--- src/rtl/multicycle_control_unit.sv ---
// Multi-cycle RV32IM sequencing FSM (FETCH/DECODE/EXECUTE/MEMORY/WRITEBACK) with memory and mul/div handshakes.
// Define ILLEGAL_INSN_TRAP_EN to send illegal instructions to a sticky TRAP state instead of retiring them as NOPs.
module multicycle_control_unit #(
   parameter int unsigned RETIRE_CNT_W = 32,
   parameter bit          M_EXT        = 1'b1
) (
   input  logic                    clk,
   input  logic                    rst_n,
   input  logic [31:0]             instr,
   output logic                    imem_req,
   input  logic                    imem_ready,
   output logic                    ir_write,
   output logic                    dmem_req,
   output logic                    dmem_we,
   input  logic                    dmem_ready,
   output logic [1:0]              data_size,
   output logic                    data_unsigned,
   output logic                    muldiv_start,
   input  logic                    muldiv_done,
   input  logic                    branch_cond,
   output logic [4:0]              alu_control,
   output logic                    alu_src_a,
   output logic                    alu_src_b,
   output logic [2:0]              imm_src,
   output logic [1:0]              result_src,
   output logic                    pc_target_base_src,
   output logic                    reg_write,
   output logic                    pc_write,
   output logic                    pc_src,
   output logic                    retire,
   output logic [RETIRE_CNT_W-1:0] instret,
   output logic                    trap
);

   localparam logic [2:0] S_RST       = 3'd0;
   localparam logic [2:0] S_FETCH     = 3'd1;
   localparam logic [2:0] S_DECODE    = 3'd2;
   localparam logic [2:0] S_EXECUTE   = 3'd3;
   localparam logic [2:0] S_MEMORY    = 3'd4;
   localparam logic [2:0] S_WRITEBACK = 3'd5;
`ifdef ILLEGAL_INSN_TRAP_EN
   localparam logic [2:0] S_TRAP      = 3'd6;
`endif

   localparam logic [4:0] ALU_UNDEFINED = 5'd0;
   localparam logic [4:0] ALU_ADD    = 5'd1;
   localparam logic [4:0] ALU_SUB    = 5'd2;
   localparam logic [4:0] ALU_SLL    = 5'd3;
   localparam logic [4:0] ALU_SLT    = 5'd4;
   localparam logic [4:0] ALU_SLTU   = 5'd5;
   localparam logic [4:0] ALU_XOR    = 5'd6;
   localparam logic [4:0] ALU_SRL    = 5'd7;
   localparam logic [4:0] ALU_SRA    = 5'd8;
   localparam logic [4:0] ALU_OR     = 5'd9;
   localparam logic [4:0] ALU_AND    = 5'd10;
   localparam logic [4:0] ALU_EQ     = 5'd11;
   localparam logic [4:0] ALU_NE     = 5'd12;
   localparam logic [4:0] ALU_LT     = 5'd13;
   localparam logic [4:0] ALU_GE     = 5'd14;
   localparam logic [4:0] ALU_LTU    = 5'd15;
   localparam logic [4:0] ALU_GEU    = 5'd16;
   localparam logic [4:0] ALU_PASS_B = 5'd17;
   localparam logic [4:0] ALU_MUL    = 5'd18;

   localparam logic ALU_SRC_A_UNDEFINED = 1'b0;
   localparam logic ALU_SRC_A_RS1       = 1'b0;
   localparam logic ALU_SRC_A_PC        = 1'b1;
   localparam logic ALU_SRC_B_UNDEFINED = 1'b0;
   localparam logic ALU_SRC_B_RS2       = 1'b0;
   localparam logic ALU_SRC_B_IMM       = 1'b1;

   localparam logic [2:0] IMM_UNDEFINED = 3'd0;
   localparam logic [2:0] IMM_I = 3'd1;
   localparam logic [2:0] IMM_S = 3'd2;
   localparam logic [2:0] IMM_B = 3'd3;
   localparam logic [2:0] IMM_U = 3'd4;
   localparam logic [2:0] IMM_J = 3'd5;

   localparam logic [1:0] RESULT_SRC_UNDEFINED = 2'd0;
   localparam logic [1:0] RESULT_SRC_ALU       = 2'd1;
   localparam logic [1:0] RESULT_SRC_LOAD      = 2'd2;
   localparam logic [1:0] RESULT_SRC_PC4       = 2'd3;

   localparam logic [6:0] OPC_LOAD   = 7'b0000011;
   localparam logic [6:0] OPC_OP_IMM = 7'b0010011;
   localparam logic [6:0] OPC_AUIPC  = 7'b0010111;
   localparam logic [6:0] OPC_STORE  = 7'b0100011;
   localparam logic [6:0] OPC_OP     = 7'b0110011;
   localparam logic [6:0] OPC_LUI    = 7'b0110111;
   localparam logic [6:0] OPC_BRANCH = 7'b1100011;
   localparam logic [6:0] OPC_JALR   = 7'b1100111;
   localparam logic [6:0] OPC_JAL    = 7'b1101111;

   function automatic logic [4:0] alu_from_f3(input logic [2:0] f3, input logic alt);
      case (f3)
         3'b000:  return alt ? ALU_SUB : ALU_ADD;
         3'b001:  return ALU_SLL;
         3'b010:  return ALU_SLT;
         3'b011:  return ALU_SLTU;
         3'b100:  return ALU_XOR;
         3'b101:  return alt ? ALU_SRA : ALU_SRL;
         3'b110:  return ALU_OR;
         default: return ALU_AND;
      endcase
   endfunction

   function automatic logic [4:0] branch_alu(input logic [2:0] f3);
      case (f3)
         3'b000:  return ALU_EQ;
         3'b001:  return ALU_NE;
         3'b100:  return ALU_LT;
         3'b101:  return ALU_GE;
         3'b110:  return ALU_LTU;
         default: return ALU_GEU;
      endcase
   endfunction

   logic [2:0] state, next_state;
   logic       md_busy;
   logic [6:0] opcode, funct7;
   logic [2:0] funct3;
   logic       is_branch, is_load, is_store, is_jal, is_jalr, decode_active;
   logic       dec_legal, dec_muldiv, dec_src_a, dec_src_b, dec_base_pc;
   logic [4:0] dec_alu;
   logic [2:0] dec_imm;
   logic [1:0] dec_result;
   logic       unused_instr_bits;

   assign opcode    = instr[6:0];
   assign funct3    = instr[14:12];
   assign funct7    = instr[31:25];
   assign is_branch = (opcode == OPC_BRANCH);
   assign is_load   = (opcode == OPC_LOAD);
   assign is_store  = (opcode == OPC_STORE);
   assign is_jal    = (opcode == OPC_JAL);
   assign is_jalr   = (opcode == OPC_JALR);
   assign unused_instr_bits = ^{instr[24:15], instr[11:7]};

   // Static RV32IM decode of the latched instruction, including the legality check.
   always_comb begin
      dec_legal   = 1'b0;
      dec_muldiv  = 1'b0;
      dec_alu     = ALU_UNDEFINED;
      dec_src_a   = ALU_SRC_A_RS1;
      dec_src_b   = ALU_SRC_B_RS2;
      dec_imm     = IMM_UNDEFINED;
      dec_result  = RESULT_SRC_UNDEFINED;
      dec_base_pc = 1'b1;
      case (opcode)
         OPC_LUI: begin
            dec_legal = 1'b1; dec_alu = ALU_PASS_B; dec_src_b = ALU_SRC_B_IMM;
            dec_imm = IMM_U; dec_result = RESULT_SRC_ALU;
         end
         OPC_AUIPC: begin
            dec_legal = 1'b1; dec_alu = ALU_ADD; dec_src_a = ALU_SRC_A_PC;
            dec_src_b = ALU_SRC_B_IMM; dec_imm = IMM_U; dec_result = RESULT_SRC_ALU;
         end
         OPC_JAL: begin
            dec_legal = 1'b1; dec_imm = IMM_J; dec_result = RESULT_SRC_PC4;
         end
         OPC_JALR: begin
            dec_legal = (funct3 == 3'b000); dec_alu = ALU_ADD; dec_src_b = ALU_SRC_B_IMM;
            dec_imm = IMM_I; dec_result = RESULT_SRC_PC4; dec_base_pc = 1'b0;
         end
         OPC_BRANCH: begin
            dec_legal = (funct3[2:1] != 2'b01); dec_alu = branch_alu(funct3); dec_imm = IMM_B;
         end
         OPC_LOAD: begin
            dec_legal = (funct3 != 3'b011) && (funct3[2:1] != 2'b11);
            dec_alu = ALU_ADD; dec_src_b = ALU_SRC_B_IMM; dec_imm = IMM_I;
            dec_result = RESULT_SRC_LOAD;
         end
         OPC_STORE: begin
            dec_legal = !funct3[2] && (funct3[1:0] != 2'b11);
            dec_alu = ALU_ADD; dec_src_b = ALU_SRC_B_IMM; dec_imm = IMM_S;
         end
         OPC_OP_IMM: begin
            if (funct3 == 3'b001)      dec_legal = (funct7 == 7'b0000000);
            else if (funct3 == 3'b101) dec_legal = (funct7 == 7'b0000000) || (funct7 == 7'b0100000);
            else                       dec_legal = 1'b1;
            dec_alu = alu_from_f3(funct3, (funct3 == 3'b101) && instr[30]);
            dec_src_b = ALU_SRC_B_IMM; dec_imm = IMM_I; dec_result = RESULT_SRC_ALU;
         end
         OPC_OP: begin
            dec_result = RESULT_SRC_ALU;
            if (funct7 == 7'b0000000) begin
               dec_legal = 1'b1; dec_alu = alu_from_f3(funct3, 1'b0);
            end else if (funct7 == 7'b0100000) begin
               dec_legal = (funct3 == 3'b000) || (funct3 == 3'b101);
               dec_alu = alu_from_f3(funct3, 1'b1);
            end else if (funct7 == 7'b0000001) begin
               dec_legal = M_EXT; dec_muldiv = M_EXT;
               dec_alu = ALU_MUL + {2'b00, funct3};
            end
         end
         default: ;
      endcase
   end

   // Sequencing and handshake-qualified pulses; md_busy separates the start cycle from the wait cycles.
   always_comb begin
      next_state   = state;
      imem_req     = 1'b0;
      ir_write     = 1'b0;
      dmem_req     = 1'b0;
      dmem_we      = 1'b0;
      muldiv_start = 1'b0;
      reg_write    = 1'b0;
      pc_write     = 1'b0;
      pc_src       = 1'b0;
      retire       = 1'b0;
      case (state)
         S_RST: next_state = S_FETCH;
         S_FETCH: begin
            imem_req = 1'b1;
            if (imem_ready) begin
               ir_write   = 1'b1;
               next_state = S_DECODE;
            end
         end
         S_DECODE: begin
            if (dec_legal)  next_state = S_EXECUTE;
`ifdef ILLEGAL_INSN_TRAP_EN
            else            next_state = S_TRAP;
`else
            else            next_state = S_WRITEBACK;
`endif
         end
         S_EXECUTE: begin
            if (dec_muldiv) begin
               muldiv_start = !md_busy;
               if (md_busy && muldiv_done) next_state = S_WRITEBACK;
            end else if (is_branch) begin
               pc_write   = 1'b1;
               pc_src     = branch_cond;
               retire     = 1'b1;
               next_state = S_FETCH;
            end else if (is_load || is_store) begin
               next_state = S_MEMORY;
            end else begin
               next_state = S_WRITEBACK;
            end
         end
         S_MEMORY: begin
            dmem_req = 1'b1;
            dmem_we  = is_store;
            if (dmem_ready) begin
               if (is_store) begin
                  pc_write   = 1'b1;
                  retire     = 1'b1;
                  next_state = S_FETCH;
               end else begin
                  next_state = S_WRITEBACK;
               end
            end
         end
         S_WRITEBACK: begin
            reg_write  = dec_legal;
            pc_write   = 1'b1;
            pc_src     = dec_legal && (is_jal || is_jalr);
            retire     = 1'b1;
            next_state = S_FETCH;
         end
`ifdef ILLEGAL_INSN_TRAP_EN
         S_TRAP: next_state = S_TRAP;
`endif
         default: next_state = S_RST;
      endcase
   end

   always_ff @(posedge clk or negedge rst_n) begin
      if (!rst_n) begin
         state   <= S_RST;
         md_busy <= 1'b0;
         instret <= '0;
      end else begin
         state   <= next_state;
         md_busy <= (state == S_EXECUTE) && dec_muldiv && (next_state == S_EXECUTE);
         if (retire) instret <= instret + RETIRE_CNT_W'(1);
      end
   end

   // Decoded codes are only meaningful once the instruction register holds the instruction.
   assign decode_active      = (state == S_DECODE) || (state == S_EXECUTE) ||
                               (state == S_MEMORY) || (state == S_WRITEBACK);
   assign alu_control        = decode_active ? dec_alu     : ALU_UNDEFINED;
   assign alu_src_a          = decode_active ? dec_src_a   : ALU_SRC_A_UNDEFINED;
   assign alu_src_b          = decode_active ? dec_src_b   : ALU_SRC_B_UNDEFINED;
   assign imm_src            = decode_active ? dec_imm     : IMM_UNDEFINED;
   assign result_src         = decode_active ? dec_result  : RESULT_SRC_UNDEFINED;
   assign pc_target_base_src = decode_active ? dec_base_pc : 1'b0;
   assign data_size          = (decode_active && (is_load || is_store)) ? funct3[1:0] : 2'b00;
   assign data_unsigned      = decode_active && (is_load || is_store) && funct3[2];

`ifdef ILLEGAL_INSN_TRAP_EN
   assign trap = (state == S_TRAP);
`else
   assign trap = 1'b0;
`endif

endmodule

--- config.mk ---
export PLATFORM = sky130hd
export DESIGN_NAME = multicycle_control_unit
export DESIGN_NICKNAME = d
export VERILOG_FILES = /design/src/rtl/multicycle_control_unit.sv
export SDC_FILE = /design/constraint.sdc
export NUM_CORES = 1
export LEC_CHECK = 0
export CORE_UTILIZATION = 35
export DETAILED_ROUTE_END_ITERATION = 12
export GPL_TIMING_DRIVEN = 0
export PLACE_DENSITY_LB_ADDON = 0.2
export SETUP_SLACK_MARGIN = 0.3
export SLEW_MARGIN = 30
export SYNTH_ARGS = -nofsm -noshare
export SYNTH_HDL_FRONTEND = slang
export SYNTH_SLANG_ARGS = --single-unit
export TNS_END_PERCENT = 1
--- constraint.sdc ---
create_clock -name clk -period 4.7 [get_ports clk]
set_input_delay 0.705 -clock clk [delete_from_list [all_inputs] [get_ports clk]]
set_output_delay 0.705 -clock clk [all_outputs]
set_load 0.02 [all_outputs]
==> Word-level counts from Yosys, hierarchy flattened <==
Index checks and enable logic that the tools add are counted.
{ "word_totals": {"register_bits": 36, "out_inout_bits": 58, "word_cells": 117} }
{ "op_classes": {"addsub": 2, "eq_ne": 27, "muxes": 56, "reduce_logical": 29} }
{ "ops": {"columns": ["cell", "n"], "rows": [
  ["one-hot mux 4 bit (7 select lines)", 3],
  ["one-hot mux 5 bit (5 select lines)", 2],
  ["adder 32 x 1 -> 32 bit, second input constant", 1],
  ["one-hot mux 3 bit (5 select lines)", 2],
  ["two-way mux 1 bit", 29],
  ["== test 7 x 6 -> 1 bit, second input constant", 4],
  ["two-way mux 3 bit", 8],
  ["== test 7 bit, second input constant", 3],
  ["two-way mux 5 bit", 4],
  ["== test 3 x 2 -> 1 bit, second input constant", 5],
  ["== test 3 bit, second input constant", 5],
  ["== test 7 x 5 -> 1 bit, second input constant", 2],
  ["logical AND 1 bit", 9],
  ["OR reduction 4 bit", 2],
  ["== test 7 x 1 -> 1 bit, second input constant", 1],
  ["== test 7 x 2 -> 1 bit, second input constant", 1],
  ["zero test 7 bit", 1],
  ["logical OR 1 bit", 7],
  ["one-hot mux 1 bit (7 select lines)", 1],
  ["== test 3 x 1 -> 1 bit, second input constant", 2],
  ["zero test 3 bit", 2],
  ["two-way mux 2 bit", 3],
  ["one-hot mux 2 bit (3 select lines)", 1],
  ["OR reduction 2 bit", 3],
  ["10 further kinds", 13]
]} }

==> Logic depth before layout (Yosys ltp) <==
Gate-level depths: netlist of run 1.
{ "logic_depth": {"word_depth": 9, "ltp_mapped": 8, "ltp_nobuf": 7} }

==> Worst setup path after synthesis of run 1 <==
OpenSTA, ideal clock, no wires.
{ "synth_path": {"kind": "input port to output port", "start": "input port instr[28]", "end": "output port pc_src", "t_arrival_ns": 2.371, "required_ns": 3.995, "slack_ns": 1.624, "stages": 5, "path_buffers": 0, "cell_sequence": "or4_4 -> nor4_4 -> o21ai_2 -> nor4b_4 -> o31ai_2"} }
{ "synth_between": {"elab_chain_len": 7, "word_cells_on_any_way": 16} }
{ "synth_rtl": {"columns": ["element", "line", "text"], "rows": [
  ["start: declaration", "9", "input logic [31:0] instr,"],
  ["== test 7 x 1 -> 1 bit, or another cell as far along", "191", "end else if (funct7 == 7'b0000001) begin"],
  ["two-way mux 1 bit / logical OR 1 bit (equally long branches)", "191, 179", null],
  ["two-way mux 1 bit, on equally long branches", "188, 179", null],
  ["two-way mux 1 bit, on equally long branches", "186, 178", null],
  ["one-hot mux 1 bit (7 select lines) / two-way mux 1 bit (equally long branches)", "149", "case (opcode)"],
  ["logical AND 1 bit / two-way mux 1 bit (equally long branches)", "260, 230", null],
  ["one-hot mux 1 bit (2 select lines) *", "212", "case (state)"],
  ["end: declaration", "29", "output logic pc_src,"]
]} }
Mark *: on every way between the ends. The rest lies on a longest branch, timed or not.

==> Worst setup path after layout of run 1 <==
{ "layout_path": {"start": "input port instr[14]", "end": "output port pc_src"} }
{ "layout_between": {"elab_chain_len": 7, "word_cells_on_any_way": 17} }
{ "layout_rtl": {"columns": ["element", "line", "text"], "rows": [
  ["== test 3 bit / zero test 3 bit (equally long branches)", "179, 189, 162", null],
  ["logical OR 1 bit", "189", "dec_legal = (funct3 == 3'b000) || (funct3 == 3'b101);"],
  ["two-way mux 1 bit", "188", "end else if (funct7 == 7'b0100000) begin"],
  ["two-way mux 1 bit", "186", "if (funct7 == 7'b0000000) begin"],
  ["one-hot mux 1 bit (7 select lines) *", "149", null],
  ["logical AND 1 bit *", "260", "pc_src = dec_legal && (is_jal || is_jalr);"],
  ["one-hot mux 1 bit (2 select lines) *", "212", null]
]} }
Marked as above.

==> results.toml, run 1 <==
[power]
power_frac_comb_pct = 37.5
p_int_uw = 611
power_frac_seq_pct = 37.9
leakagePower_nw = 1.46
p_per_area_mw_per_mm2 = 254
peakVddDrop_uv = 146
clkPwrFrac_pct = 24.5
switching_share_pct = 35.1
p_sw_uw = 331

[sta]
worst_slack_ns = 0.491
finalCritPeriodShare_pct = 89.6
setup_viol = 0
grt_setup_unrepaired = "no"
max_clock_freq_mhz = 238
setup_tns_ns = 0
drv_slew = 0
slew_headroom_pct = 56.0
worst_pin_slew_ns = 0.654
holdWs_ns = 0.351
fin_crit_ns = 4.21
finalHoldViolations = 0
worst_clock_skew_ns = 0.00304

[floorplanning]
die_x_um = 90.0
fp-row-count = 31
start_util_pct = 36.8
die_h_um = 90.0
core_region_area_sq_mm = 0.00737
die-area_sq_mm = 0.00810
io_pins = 96

[yosys]
syn_area_per_cell_sq_um = 8.58
synth_top_area_share_pct = 33.2
ys.flop_type = "dfrtp_1"
synth_area_sq_mm = 0.00271
ys_ff_latch = 36
yosysSeqAreaShare_pct = 33.2
synth_common_cells = "dfrtp_1, nand2_1, xnor2_1, nor2_1"
yosysTopAreaCell = "dfrtp_1"
yosysWarningCount = 0
async_flop_share_pct = 100
yosys-top-cells-area = "dfrtp_1, xnor2_1, nand2_1"
synthCells = 316
yosysUniqueCellTypes = 61
synth.most_common_cell = "dfrtp_1"
synth_nets = 362
synth_enable_flop_cells = 0

[worst_setup_path]
cp_max_fo = 9
r2r_start = "state[2]"
cp.required_ns = 3.99
startpoint = "instr[14]"
r2r_end = "instret[18]"
end_kind = "output pin"
reg2regPathDepth = 6
startpoint_type = "primary input"
worstPathArrival_ns = 3.50
regToRegSetupSlack_ns = 2.65
critPathKind = "primary input to output pin"

[global_route]
track_usage_pct = 18.5
grt_pass1_wl_mm = 12.4
antenna_found_initial = 0
overflow = 0
grt_max_degree = 21
grt_pass1_vias = 2572

[clocking]
cts-root-buf = "clkbuf_8"
cts_tree = "built"
numCtsBuffers = 5
cts_setup_buffers = 0
hold_buffers = 0
cts_resized = 0
cts_buffer_depth = 2
h-tree-depth = 2
clk_latency_ns = 0.28
clkTransAtPathRegs_ns = 0.07
clkSinkCount = 36

[finish]
n_antenna_cell = 0
layout-drive-gt1-share_pct = 7.75
syn_to_final_growth_pct = 37.0
fin_nets = 446
nFillCells = 703
fin_area_sq_mm = 0.00371

[placed_design]
dp_hpwl_mm = 5.71
placed_area_sq_mm = 0.00362
dp_slack_ns = 0.553
numPortBuffers = 76
place_congestion = 0.889

[drt]
postRouteAntennaNets = 0
drc = 0
wl_per_cell_um = 14.7
drt-total-wl_mm = 7.36
firstDrtPassIters = 5
drt-initial-drc-count = 112
via_count = 2708
viasPerCell = 5.43

[run]
cap_viol_max_count = 0

[run_status]
status = "completed"

[worst_hold_path]
hold_class = "primary input to async pin"
==> state kept, by name (all words and copies together) (netlist names) <==
signal   flops
instret     32
state        3
md_busy      1
==> worst max path at each step <==
| stage | slack [ns] | endpoint |
|---|---|---|
| after floorplan | 1.62 | pc_src |
| after global placement | 0.53 | pc_src |
| after detailed placement | 0.55 | pc_src |
| after CTS | 0.53 | pc_src |
| after global routing | 0.34 | pc_src |
| final | 0.49 | pc_src |
==> placed cells by master, fill, tap and decap left out, types with 2 or more instances in the layout <==
| master | instances |
|---|---|
| nor3b_1 | 2 |
| a211oi_1 | 3 |
| nand2_1 | 29 |
| and2_1 | 2 |
| clkbuf_8 | 9 |
| or3_1 | 2 |
| nand2b_1 | 3 |
| and3b_1 | 2 |
| nor4_1 | 7 |
| inv_1 | 12 |
| nand3b_1 | 4 |
| xnor2_1 | 25 |
| nand3_1 | 19 |
| o31ai_1 | 2 |
| o211ai_1 | 2 |
| o32ai_1 | 2 |
| o22ai_1 | 3 |
| o21ai_0 | 6 |
| nor2_1 | 20 |
| nand4_1 | 14 |
| nor3_1 | 16 |
| dfrtp_1 | 36 |
| a21oi_1 | 19 |
| nor2b_1 | 5 |
| xor2_1 | 9 |
| clkdlybuf4s50_1 | 75 |
| ha_1 | 8 |
| clkbuf_1 | 10 |
| buf_4 | 4 |
| a31oi_1 | 6 |
| and3_1 | 5 |
| a22oi_1 | 2 |
| a21o_1 | 3 |
| buf_2 | 5 |
==> per-stage QoR <==
stage                     cells  total power [mW]  util, %
after global routing        499             0.997     50.4
after CTS                   499             0.950     50.4
after detailed placement    492             0.717     49.1
after global placement      491             0.712     48.8
final                       499             0.942     50.4
after floorplan             316             0.571        -
==> per-layer routing <==
layer	part of all wire (%)	track usage [%]	up-vias
met5	0	0	-
met4	1.8	5.78	0
met3	4.9	3.72	12
met2	47	30.7	92
met1	46	24.2	1288
li1	-	-	1316
==> worst max-delay path: stages <==
cell,delay (ns)
clkdlybuf4s50_1,0.53
clkbuf_1,0.32
inv_1,0.26
ha_1,0.24
nor3_1,0.13
a21oi_1,0.07
o221ai_2,0.19
nor4b_4,0.09
o31ai_2,0.30
clkdlybuf4s50_1,0.65
==> area by class of cell <==
type	instances	area (sq um)	area share (%)
buffer	22	124	3.33
clock buffer	7	96.3	2.59
inverter	12	45.0	1.21
multi-input combinational	246	1640	44.2
sequential	36	901	24.3
tap	99	124	3.33
timing repair buffer	77	783	21.1
==> power by group through the flow <==
| stage | registers [mW] | clock network [mW] | logic (mW) |
|---|---|---|---|
| after global routing | 0.363 | 0.248 | 0.385 |
| after detailed placement | 0.364 | 0 | 0.354 |
| after CTS | 0.358 | 0.236 | 0.356 |
| after global placement | 0.363 | 0 | 0.349 |
| after floorplan | 0.371 | 0 | 0.200 |
| final | 0.357 | 0.231 | 0.354 |
==> cells by family (layout without fill, tap and decap cells) <==
| family | count (synthesis) | after routing | synth area share, % |
|---|---|---|---|
| and+or+nand+nor | 141 | 141 | 29.9 |
| AOI/OAI and AO/OA | 60 | 60 | 15.0 |
| DFF | 36 | 36 | 33.2 |
| xor gates and xnor gates | 34 | 34 | 11.0 |
| buffers and inverters | 34 | 118 | 6.23 |
| adders and majority gates | 9 | 9 | 4.06 |
| other | 1 | 1 | 0.138 |
| muxes | 1 | 1 | 0.415 |
No activity file was read; power rests on OpenSTA's default activity.
==> run 2: changes to the inputs <==
- SKIP_CTS_REPAIR_TIMING: default -> 1
==> results of run 2 <==
Same layout as run 1: the final DEF is identical, and so are final timing and power.
==> run 3: changes to the inputs <==
- CORE_MARGIN: default -> 2
==> results.toml, run 3 (same netlist as run 1, synthesis figures left out) <==
[run_status]
status = "completed"

[worst_setup_path]
cp_max_fo = 9
regToRegSetupSlack_ns = 2.60
slowest_delay_ns = 0.64
critPathKind = "primary input to output pin"
startpoint_type = "primary input"
crit_family = "simple AND/OR/NAND/NOR gates"
reg2regPathDepth = 6
r2r_start = "state[2]"
cp_common_cell = "clkdlybuf4s50_1"
path_buf_inv = 2
worstPathArrival_ns = 3.45
crit_chain = "clkdlybuf4s50_1 -> or4_4 -> nor4_4 -> o21ai_2 -> nor4b_4 -> o31ai_2 -> clkdlybuf4s50_1"
cpMaxStageDelayCell = "clkdlybuf4s50_1"
end_kind = "output pin"
r2r_end = "instret[18]"
cp.required_ns = 3.99

[sta]
worst_clock_skew_ns = 0.00767
finalCritPeriodShare_pct = 88.3
finalHoldViolations = 0
worst_pin_slew_ns = 0.634
grt_setup_unrepaired = "no"
fin_crit_ns = 4.15
max_clock_freq_mhz = 241
setup_tns_ns = 0
setup_viol = 0
slew_headroom_pct = 57.4
drv_slew = 0
holdWs_ns = 0.358

[placed_design]
dp_hpwl_mm = 5.66
placedCellCount = 495
numPortBuffers = 76
placed_area_sq_mm = 0.00362
place_congestion = 0.832

[finish]
largestRegisters = "instret: 32 flops, state: 3 flops, md_busy: 1 flops"
largest_register = "instret"
syn_to_final_growth_pct = 37.6
final_cells = 503
largest_register_ffs = 32
layout-drive-gt1-share_pct = 7.73
fin_area_sq_mm = 0.00373
final_core_util_pct = 49.0
n_antenna_cell = 0
final_cell_mix = "clkdlybuf4s50_1, dfrtp_1, nand2_1, xnor2_1, nor2_1"
layout_commonest_cell = "clkdlybuf4s50_1"
fin_nets = 446

[floorplanning]
start_util_pct = 35.6
die-area_sq_mm = 0.00847
core_region_area_sq_mm = 0.00761
fp-row-count = 32
die_h_um = 92.0
io_pins = 96
die_x_um = 92.0

[drt]
wl_per_cell_um = 14.7
postRouteAntennaNets = 0
via_count = 2679
drt-total-wl_mm = 7.37
drt-initial-drc-count = 159
drc = 0
firstDrtPassIters = 5
viasPerCell = 5.33

[clocking]
numCtsBuffers = 5
cts_tree = "built"
h-tree-depth = 2
clkSinkCount = 36
cts_buffer_depth = 2
cts-root-buf = "clkbuf_8"
clkTransAtPathRegs_ns = 0.07
clk_latency_ns = 0.29

[global_route]
overflow = 0
grt_pass1_vias = 2557
grt_pass1_wl_mm = 12.4
track_usage_pct = 17.7
antenna_found_initial = 0
grt_max_degree = 20

[power]
p_per_area_mw_per_mm2 = 262
leakagePower_nw = 1.46
peakVddDrop_uv = 136

[run]
cap_viol_max_count = 0

[worst_hold_path]
hold_class = "primary input to async pin"
[run 3: cell types whose count changed in the layout (fill, tap and decap cells not counted)]
cell,before,now
bufinv_16,0,1
clkinv_2,0,1
clkbuf_8,9,7
clkbuf_1,10,11
[run 3: metrics by stage]
| step | setup slack [ns] | power (mW) |
|---|---|---|
| 2_1_floorplan | 1.62 | 0.571 |
| 3_3_place_gp | 0.538 | 0.712 |
| 3_5_place_dp | 0.562 | 0.716 |
| 4_1_cts | 0.546 | 0.984 |
| 5_1_grt | 0.404 | 1.03 |
| 6_report | 0.549 | 0.977 |
[run 3: layout make-up]
class | instances | area, sq um
multi-input cells | 246 | 1640
plain buffers | 22 | 124
well taps | 102 | 128
clock inverters | 2 | 35.0
repair buffers | 77 | 783
fillers | 755 | 3880
flip-flops and latches | 36 | 901
clock buffers | 6 | 72.6
inverters | 12 | 45.0
[run 3: worst register-to-register path, stage by stage (launching register included)]
cell and delay (ns):
dfrtp_1 0.48, nand3b_1 0.27, nor4_1 0.41, a21o_1 0.13
clkbuf_1 0.37, nand4_1 0.18, xnor2_1 0.15
[run 3: how the worst max path moves through the flow]
stage,depth (start not counted),endpoint,slack [ns],start
CTS,7,pc_src,0.55,instr[28]
detailed placement,7,pc_src,0.56,instr[28]
global route,7,pc_src,0.40,instr[28]
floorplan,5,pc_src,1.62,instr[28]
finish,7,pc_src,0.55,instr[28]
global placement,7,pc_src,0.54,instr[28]
[run 3: where the power goes]
| part | total, mW | switching (mW) | leakage [nW] | internal [mW] |
|---|---|---|---|---|
| clock | 0.266 | 0.108 | 0.0552 | 0.157 |
| combinational | 0.353 | 0.203 | 0.932 | 0.151 |
| sequential | 0.358 | 0.0273 | 0.477 | 0.331 |
[run 3: routing by layer]
| metal | vias to the layer above | part of all wire, % | track usage (%) | wire (um) |
|---|---|---|---|---|
| li1 | 1307 | - | - | - |
| met1 | 1243 | 43 | 23.1 | 3150 |
| met2 | 119 | 49 | 30.4 | 3640 |
| met3 | 10 | 6.5 | 2.96 | 481 |
| met4 | 0 | 1.2 | 4.60 | 92 |
| met5 | - | 0 | 0 | 0 |
